<file path="src/rtl/uart_pkg.sv">
// rtl/uart_pkg.sv - shared UART constants
package uart_pkg;
    localparam int DATA_W     = 8;
    localparam int OVERSAMPLE = 16;
    localparam int FIFO_DEPTH = 16;
endpackage

</file>
<file path="src/rtl/uart_fifo_ram.sv">
// rtl/uart_fifo_ram.sv - DEPTH x 8 storage, synchronous write, registered read
module uart_fifo_ram
    import uart_pkg::*;
#(
    parameter int DEPTH = FIFO_DEPTH,
    parameter int AW    = $clog2(DEPTH)
) (
    input  logic              clk,
    input  logic              reset,
    input  logic              wr_en,
    input  logic [AW-1:0]     wr_addr,
    input  logic [DATA_W-1:0] wr_data,
    input  logic              rd_en,
    input  logic [AW-1:0]     rd_addr,
    output logic [DATA_W-1:0] rd_data
);

    logic [DATA_W-1:0] mem [DEPTH];

    always_ff @(posedge clk) begin
        if (wr_en) begin
            mem[wr_addr] <= wr_data;
        end
    end

    // Read-before-write: a same-address write this cycle is not seen until later.
    always_ff @(posedge clk) begin
        if (reset) begin
            rd_data <= '0;
        end else if (rd_en) begin
            rd_data <= mem[rd_addr];
        end
    end

endmodule

</file>
<file path="src/rtl/uart_rx_fifo.sv">
// rtl/uart_rx_fifo.sv - receive byte FIFO with rx_done edge detect and sticky overflow
module uart_rx_fifo
    import uart_pkg::*;
#(
    parameter int DEPTH = FIFO_DEPTH,
    parameter int AW    = $clog2(DEPTH)
) (
    input  logic              clk,
    input  logic              reset,
    input  logic              rx_done,
    input  logic [DATA_W-1:0] rx_data,
    input  logic              rd_en,
    output logic [DATA_W-1:0] rd_data,
    output logic              rd_valid,
    output logic              empty,
    output logic              full,
    output logic [AW:0]       count,
    output logic              overflow,
    input  logic              ovf_clr
);

    localparam logic [AW:0]   FULL_CNT = (AW+1)'(DEPTH);
    localparam logic [AW:0]   CNT_ONE  = (AW+1)'(1);
    localparam logic [AW-1:0] PTR_ONE  = AW'(1);

    logic          rx_prev;
    logic          rx_armed;
    logic [AW-1:0] wr_ptr;
    logic [AW-1:0] rd_ptr;
    logic          wr_evt;
    logic          rd_accept;
    logic          wr_accept;
    logic          ovf_set;

    assign empty = (count == '0);
    assign full  = (count == FULL_CNT);

    // rx_armed keeps an rx_done held across reset release from looking like a fresh edge.
    always_comb begin
        wr_evt    = rx_done & ~rx_prev & rx_armed;
        rd_accept = rd_en & ~empty;
        wr_accept = wr_evt & (~full | rd_accept);
        ovf_set   = wr_evt & full & ~rd_accept;
    end

    always_ff @(posedge clk) begin
        if (reset) begin
            rx_prev  <= 1'b0;
            rx_armed <= 1'b0;
            wr_ptr   <= '0;
            rd_ptr   <= '0;
            count    <= '0;
            rd_valid <= 1'b0;
            overflow <= 1'b0;
        end else begin
            rx_prev  <= rx_done;
            rx_armed <= 1'b1;
            rd_valid <= rd_accept;
            if (wr_accept) begin
                wr_ptr <= wr_ptr + PTR_ONE;
            end
            if (rd_accept) begin
                rd_ptr <= rd_ptr + PTR_ONE;
            end
            case ({wr_accept, rd_accept})
                2'b10:   count <= count + CNT_ONE;
                2'b01:   count <= count - CNT_ONE;
                default: count <= count;
            endcase
            if (ovf_set) begin
                overflow <= 1'b1;
            end else if (ovf_clr) begin
                overflow <= 1'b0;
            end
        end
    end

    uart_fifo_ram #(
        .DEPTH (DEPTH),
        .AW    (AW)
    ) u_ram (
        .clk     (clk),
        .reset   (reset),
        .wr_en   (wr_accept & ~reset),
        .wr_addr (wr_ptr),
        .wr_data (rx_data),
        .rd_en   (rd_accept & ~reset),
        .rd_addr (rd_ptr),
        .rd_data (rd_data)
    );

endmodule

</file>
<file path="config.mk">
export PLATFORM = sky130hd
export DESIGN_NAME = uart_rx_fifo
export DESIGN_NICKNAME = d
export VERILOG_FILES = /design/src/rtl/uart_pkg.sv /design/src/rtl/uart_fifo_ram.sv /design/src/rtl/uart_rx_fifo.sv
export SDC_FILE = /design/constraint.sdc
export NUM_CORES = 1
export LEC_CHECK = 0
export CAP_MARGIN = 20
export CELL_PAD_IN_SITES_DETAIL_PLACEMENT = 1
export CELL_PAD_IN_SITES_GLOBAL_PLACEMENT = 1
export CORE_UTILIZATION = 50
export CTS_CLUSTER_DIAMETER = 120
export DETAILED_ROUTE_END_ITERATION = 8
export HOLD_SLACK_MARGIN = 0.06
export PLACE_DENSITY = 0.79
export RECOVER_POWER = 25
export SLEW_MARGIN = 20
export SYNTH_ARGS = -nofsm -noshare
export SYNTH_HDL_FRONTEND = slang
export SYNTH_HIERARCHICAL = 1
export SYNTH_SLANG_ARGS = --single-unit
</file>
<file path="constraint.sdc">
create_clock -name clk -period 3.37 [get_ports clk]
set_input_delay 0.5055 -clock clk [delete_from_list [all_inputs] [get_ports clk]]
set_output_delay 0.5055 -clock clk [all_outputs]
set_load 0.01 [all_outputs]
</file>
==> results.md, run 1 <==
* 0.339 GHz — Max Clk Rate
* 0 — count of pins over their slew limit
* 6.16% — met3 track demand over resource in global routing
* 13,000 µm² — die area
* 128 — count of flip-flops with a built-in enable after synthesis
* 0% — fraction of synthesis flops using an asynchronous set or reset pin
* 9.35 mm — post-detailed-placement half-perimeter wirelength
* simple AND/OR/NAND/NOR gates — category of cells accounting for the largest share of critical-path delay
* 29 — total of buffers placed on input and output ports
* 3,706 — number of vias in the routed layout
* 0 — drc violations
* 22.4 mm — global-route wire length before repair
* sky130_fd_sc_hd__or4_1 — cell with the largest stage delay on the worst path
* u_ram/rd_data[4]$_SDFFE_PP0P_ — endpoint with the worst hold slack
* 0.765 — GPL Wtd Cong
* 2 — Clock Tree Buf Depth
* 40 — Row Count
* 0 — hold buffer count at CTS
* 69.2% — fraction of the yosys area taken by sequential cells
* 437 — Post-Synthesis Net Count
* 2 — cell depth of the worst hold path
* 0.70 ns — Largest stage delay, worst path
* 650 — non-filler instance count after layout
* 618 — cell total after placement
* reg2reg — worst hold-check path type
* 49 — Yosys cell types
* 42.3% — global-route track usage on met2
* 0.464 mV — maximum VDD drop
* 0.460 ns — worst hold margin
* met2 — GR peak layer
* yes — TritonCTS clock tree
* 0 — number of setup buffers added after CTS
* 10.7% — portion of netlist area occupied by mux cells
* 14.7 mm — wire length after detailed routing
* 0 — Ant. Diodes
* 153 — CTS Sinks
* 35.6% — max_slew headroom
* u_ram/rd_data[4]$_SDFFE_PP0P_ — startpoint of the tightest hold check path
* 3.22 ns — Critical Path AT
* 1740 µm² — footprint of the multi-input gates
* 1.32% — adder and majority cell fraction of the synthesized area
* 9 — top fanout value on the critical path
* 0 — number of maximum-capacitance constraint violations
* register — kind of end point of the critical path
* sky130_fd_sc_hd__edfxtp_1 — most frequently used flop master after synthesis
* or4_1 -> o211ai_4 -> inv_2 -> fa_1 -> and3_1 -> or3_1 -> o211ai_1 -> a31oi_1 — ordered list of cells on the worst path
* sky130_fd_sc_hd__edfxtp_1, sky130_fd_sc_hd__mux2i_1, sky130_fd_sc_hd__dfxtp_1, sky130_fd_sc_hd__a22oi_1, sky130_fd_sc_hd__nand3_1 — Synth area leaders
* 0 — initial antenna violation count
* sky130_fd_sc_hd__edfxtp_1, sky130_fd_sc_hd__mux2i_1, sky130_fd_sc_hd__nand3_1 — Synth top cells by count
* count[0]$_SDFFE_PP0P_ — Crit. Startpoint
* 12.7% — fraction of final layout cells sized beyond drive strength 1
* 3,946 — vias in the first global route
* 153 — Yosys reg bits
* register — type of origin of the critical path
* 22.7 µm — routed length per instance
* count[0]$_SDFFE_PP0P_ — startpoint of the worst register-to-register path
* 6 — Synth warnings
* 43 — largest net degree at the start of global routing
* 6.32% — share of the synthesized area in compound gates (AO/OA/AOI/OAI)
* 418 — count of mapped cells out of synthesis
* 0 — final number of setup-violating endpoints
* 0.42 ns — register-to-register path setup slack
* 5.70 — via density per instance
* 0.417 ns — crit path setup slack, layout
* 114 µm — Chip Height
* complete, no violations — outcome
* 0 — count of final hold-check violations
* count[4]$_SDFFE_PP0P_ — worst reg2reg path endpoint
* 4350 µm² — Storage cell area
* 61.1% — final core area utilization
* 114 µm — DIE WIDTH
* 1,190 — Filler Cell Count
* 0.06 ns — Worst-path clk slew
* 6 — router iterations before antenna repair
* 87.6% — crit share post-route
* 240 — number of violations reported at the end of detailed-routing iteration 0
* 1.12% — xor and xnor fraction of the mapped netlist area
* 666 nW/µm² — power per unit of standard cell area
* 17.9% — layout overhead on the synthesized area
* 4 — htree depth
* 8.27% — post-synthesis share of cell area spent on and, or, nand and nor gates
* sky130_fd_sc_hd__edfxtp_1 — most frequent cell after synthesis
* 488 — final layout net count
* sky130_fd_sc_hd__clkbuf_16 — CTS Root Cell
* multiplexers — largest family of logic cells by synthesized area
* 24.8% — global-route total usage across every layer
* 0 — number of resized instances in the post-cts repair step
* 0.282 ns — placement-stage worst setup slack
* 0 ns — Setup TNS
* 51.8% — starting density of the core
* 0.00909 ns — Worst Clk Skew
* 0 — remaining global-route overflow
* 0.43 ns — insertion delay of the later-clocked pin in the worst-skew pair
* 8 — length in cells of the worst reg-to-reg path
* 30.0% — global routing usage on met1
* 2.95 ns — Tmin final
* reg2reg — classification of the worst setup path
* sky130_fd_sc_hd__edfxtp_1 — library cell with the largest summed area after synthesis
* 17 — CTS Buf Count
* 30 — boundary pin count
* 3.64 ns — Crit path required time
* 2.40 nW — Leak
* 12,100 µm² — placeable core area
* 0 — remaining number of nets flagged by the antenna check after routing
* 0.965 ns — slew of the pin with the lowest slew margin
* 1 — number of buffers and inverters on the critical path
* 61.2% — top-area cell type share of the netlist area
* 6280 µm² — Syn Std Cell Area
* 15.0 µm² — syn avg cell area
* no — RSZ-0062 raised after global routing
-- worst min-delay path, cell delays in order (launching register included) --
cell                      delay [ns]
sky130_fd_sc_hd__dfxtp_1        0.33
sky130_fd_sc_hd__nand2_1        0.05
sky130_fd_sc_hd__nand3_1        0.06
-- stage by stage --
step	area, µm²	total power [W]
final	7400	0.00492
after global routing	7400	0.00510
after CTS	7400	0.00496
after detailed placement	6800	0.00302
after global placement	6800	0.00299
after floorplan	6280	0.00269
-- sequential cells by signal (all words and copies together) (netlist names) --
signal / count
rx_armed: 1
rd_ptr: 4
u_ram/rd_data: 8
overflow: 1
rd_valid: 1
u_ram/mem: 128
wr_ptr: 4
count: 5
rx_prev: 1
-- layer usage --
metal	wire (µm)	vias to the layer above	share of wire [%]
li1	-	1708	-
met2	7520	112	51
met3	766	22	5.2
met5	0	-	0
met1	6160	1864	42
met4	279	0	1.9
-- worst max-delay path by stage --
stage / endpoint / slack (ns) / cells past startpoint
2_1_floorplan: u_ram/mem[0][0]$_DFFE_PP_ / 0.58 / 6
6_report: count[4]$_SDFFE_PP0P_ / 0.42 / 8
3_5_place_dp: u_ram/mem[0][5]$_DFFE_PP_ / 0.28 / 7
3_3_place_gp: u_ram/mem[0][4]$_DFFE_PP_ / 0.41 / 7
4_1_cts: count[4]$_SDFFE_PP0P_ / 0.48 / 8
5_1_grt: count[4]$_SDFFE_PP0P_ / 0.28 / 8
-- layout by cell type, fill, tap and decap left out, drive strengths merged, types with 5 or more instances in the layout --
cell	instances
clkbuf	21
xor2	5
a22oi	24
ha	5
clkinv	6
mux2i	67
dfxtp	25
nor2	27
dlygate4sd3	6
nand2	19
buf	22
edfxtp	128
clkdlybuf4s50	23
inv	6
nor3	8
nand3	29
a21oi	11
-- logic make-up (layout without fill, tap and decap cells) --
family | count (synthesis) | in the layout
adder cells (fa/ha/maj) | 6 | 6
AND/OR/NAND/NOR | 105 | 105
flip-flops | 153 | 153
multiplexers | 67 | 67
AO/OA/AOI/OAI | 53 | 53
XOR/XNOR | 8 | 8
buffers and inverters | 26 | 90
-- cell type report --
cell class                      count  area share [%]
Inverter                            6           0.304
Clock inverter                     12            2.01
Timing Repair Buffer               52            6.38
Sequential cell                   153            58.8
Tap cell                          168            2.84
Multi-Input combinational cell    239            23.5
Clock buffer                       20            6.17
-- power by group --
group / total, W / switching (W) / internal, W
sequential: 0.00221 / 0.0000981 / 0.00212
clock: 0.00193 / 0.000734 / 0.00120
combinational: 0.000777 / 0.000448 / 0.000330
Note: power is estimated with default switching activity, not from simulation.
==> run 2: changes to the inputs <==
--- a/config.mk
+++ b/config.mk
@@ -8,11 +8,11 @@
 export CAP_MARGIN = 20
 export CELL_PAD_IN_SITES_DETAIL_PLACEMENT = 1
 export CELL_PAD_IN_SITES_GLOBAL_PLACEMENT = 1
-export CORE_UTILIZATION = 50
+export CORE_UTILIZATION = 46
 export CTS_CLUSTER_DIAMETER = 120
 export DETAILED_ROUTE_END_ITERATION = 8
 export HOLD_SLACK_MARGIN = 0.06
-export PLACE_DENSITY = 0.79
+export PLACE_DENSITY = 0.77
 export RECOVER_POWER = 25
 export SLEW_MARGIN = 20
 export SYNTH_ARGS = -nofsm -noshare
==> constraint.sdc (replaced) <==
create_clock -name clk -period 2.35 [get_ports clk]
set_input_delay 0.3525 -clock clk [delete_from_list [all_inputs] [get_ports clk]]
set_output_delay 0.3525 -clock clk [all_outputs]
set_load 0.01 [all_outputs]
==> run 2 against run 1 <==
Against the previous run:
- the flow now finishes with violations (setup timing)
- first-iteration DRC count shrank 5.0%
- sequential power rose by 42%
- maximum frequency increased by 22%
- power is 45% higher
- highest routed layer unchanged
==> results.md, run 2 (same netlist as run 1, synthesis figures left out) <==
* 17 — CTS Buf Count
* 1,280 — Filler Cell Count
* 0 — remaining global-route overflow
* 0 — initial antenna violation count
* 26 — largest net degree at the start of global routing
* 15.2 mm — wire length after detailed routing
* reg2reg — classification of the worst setup path
* sky130_fd_sc_hd__clkbuf_16 — CTS Root Cell
* 4 — router iterations before antenna repair
* 515 — final layout net count
* setup timing — violated checks
* 14,100 µm² — die area
* 10.0 mm — post-detailed-placement half-perimeter wirelength
* 42 — Row Count
* 3,772 — number of vias in the routed layout
* 0 — Ant. Diodes
* 22.1 µm — routed length per instance
* 2.53 nW — Leak
* 30 — boundary pin count
* sky130_fd_sc_hd__edfxtp_1 — most common cell after layout, fill and taps aside
* 2.43 ns — Tmin final
* register — kind of end point of the critical path
* 43.6% — max_slew headroom
* sky130_fd_sc_hd__edfxtp_1, sky130_fd_sc_hd__mux2i_1, sky130_fd_sc_hd__buf_4, sky130_fd_sc_hd__nand3_1 — highest-count cells in the layout ignoring fill and taps
* 2.73 ns — Critical Path AT
* met4 — highest routed metal layer
* 23.3 mm — global-route wire length before repair
* 0 — count of final hold-check violations
* register — type of origin of the critical path
* 0.00954 ns — Worst Clk Skew
* -0.0790 ns — crit path setup slack, layout
* 938 nW/µm² — power per unit of standard cell area
* 119 µm — DIE WIDTH
* 153 — CTS Sinks
* 0 — drc violations
* 22.9% — global-route total usage across every layer
* 228 — number of violations reported at the end of detailed-routing iteration 0
* 2 — Clock Tree Buf Depth
* 7.92 mm — total length of routed met2 wires
* reg2reg — worst hold-check path type
* 0.781 — GPL Wtd Cong
* yes — TritonCTS clock tree
* 0.468 mV — maximum VDD drop
* 1 — final number of setup-violating endpoints
* 2.65 ns — Crit path required time
* u_ram/mem (128), u_ram/rd_data (8), count (5) — largest registers
* 0 — number of maximum-capacitance constraint violations
* 4 — htree depth
* 0 — count of pins over their slew limit
* 21.5% — layout overhead on the synthesized area
* 0.847 ns — slew of the pin with the lowest slew margin
* 128 — number of flip-flops under the largest register name
* 0.412 GHz — Max Clk Rate
* yes — RSZ-0062 raised after global routing
* 0.42 ns — insertion delay of the later-clocked pin in the worst-skew pair
* 4,197 — vias in the first global route
* 4 — top fanout value on the critical path
* 57.4% — final core area utilization
* 470 µm — routed length on met3
* 47.2% — starting density of the core
* 0.06 ns — Worst-path clk slew
* 0 — remaining number of nets flagged by the antenna check after routing
* 6.44 mm — Metal-1 WL
* u_ram/mem — register bank with the most flops
* finished, violations left — outcome
* 13,300 µm² — placeable core area
* -0.328 ns — placement-stage worst setup slack
* 103% — crit share post-route
* 5.51 — via density per instance
* 18.1% — fraction of final layout cells sized beyond drive strength 1
* 29 — total of buffers placed on input and output ports
* 119 µm — Chip Height
-- run 2: cell types whose count changed in the layout (fill, tap and decap cells not counted), moves of 2 or more --
cell,before,now
sky130_fd_sc_hd__buf_4,21,46
sky130_fd_sc_hd__clkinv_1,1,8
sky130_fd_sc_hd__dfxtp_1,24,21
sky130_fd_sc_hd__dfxtp_2,0,3
sky130_fd_sc_hd__nor2_1,27,24
sky130_fd_sc_hd__nor2_2,0,3
sky130_fd_sc_hd__buf_12,1,3
sky130_fd_sc_hd__clkbuf_8,2,0
sky130_fd_sc_hd__clkdlybuf4s50_1,23,21
sky130_fd_sc_hd__clkinv_2,3,1
sky130_fd_sc_hd__clkinv_4,2,0
-- run 2: final timing paths --
kind,startpoint,cells after the start,end,slack [ns]
max,count[2]$_SDFFE_PP0P_,8,count[4]$_SDFFE_PP0P_,-0.08
max reg2reg,count[2]$_SDFFE_PP0P_,8,count[4]$_SDFFE_PP0P_,-0.08
min,u_ram/rd_data[4]$_SDFFE_PP0P_,2,u_ram/rd_data[4]$_SDFFE_PP0P_,0.46
min reg2reg,u_ram/rd_data[4]$_SDFFE_PP0P_,2,u_ram/rd_data[4]$_SDFFE_PP0P_,0.46
-- run 2: routing by layer --
metal	global-route usage (%)	vias up
li1	-	1766
met1	27.9	1902
met2	39.6	81
met3	5.07	23
met4	8.62	0
met5	0	-
-- run 2: cell type report --
type | instances | area (µm²) | area share (%)
flip-flops and latches | 153 | 4350 | 57.1
multi-input cells | 239 | 1790 | 23.4
repair buffers | 79 | 701 | 9.19
clock buffers | 19 | 433 | 5.68
well taps | 176 | 220 | 2.89
clock inverters | 13 | 110 | 1.44
inverters | 6 | 22.5 | 0.295
-- run 2: what timing repair did --
action | CTS | global route
pin swaps | 0 | 2
endpoints found under the setup margin | 4 | 3
setup buffers | 0 | 3
resized for setup | 4 | 2
gates cloned | 0 | 0
hold buffers | 0 | 0
-- run 2: metrics by stage --
step	TNS [ns]	instances	area, µm²	hold slack [ns]	power, W
floorplan	-0.192	418	6310	0.451	0.00389
global placement	-4.83	650	7040	0.438	0.00449
detailed placement	-11.06	650	7040	0.454	0.00456
CTS	-0.154	682	7600	0.464	0.00713
global route	-0.202	685	7630	0.515	0.00741
finish	-0.0790	685	7630	0.462	0.00715
-- run 2: critical path: stages (launching register included) --
cell	delay [ns]
sky130_fd_sc_hd__dfxtp_2	0.32
sky130_fd_sc_hd__or4_4	0.56
sky130_fd_sc_hd__o211ai_4	0.19
sky130_fd_sc_hd__inv_2	0.09
sky130_fd_sc_hd__fa_2	0.35
sky130_fd_sc_hd__and3_1	0.16
sky130_fd_sc_hd__or3_4	0.38
sky130_fd_sc_hd__mux2i_1	0.17
sky130_fd_sc_hd__a31oi_1	0.10
-- run 2: where the power goes --
| part | switching [W] | leakage [nW] | internal (W) |
|---|---|---|---|
| Sequential | 0.0000916 | 1.36 | 0.00304 |
| Clock | 0.00101 | 0.257 | 0.00153 |
| Combinational | 0.000775 | 0.917 | 0.000710 |
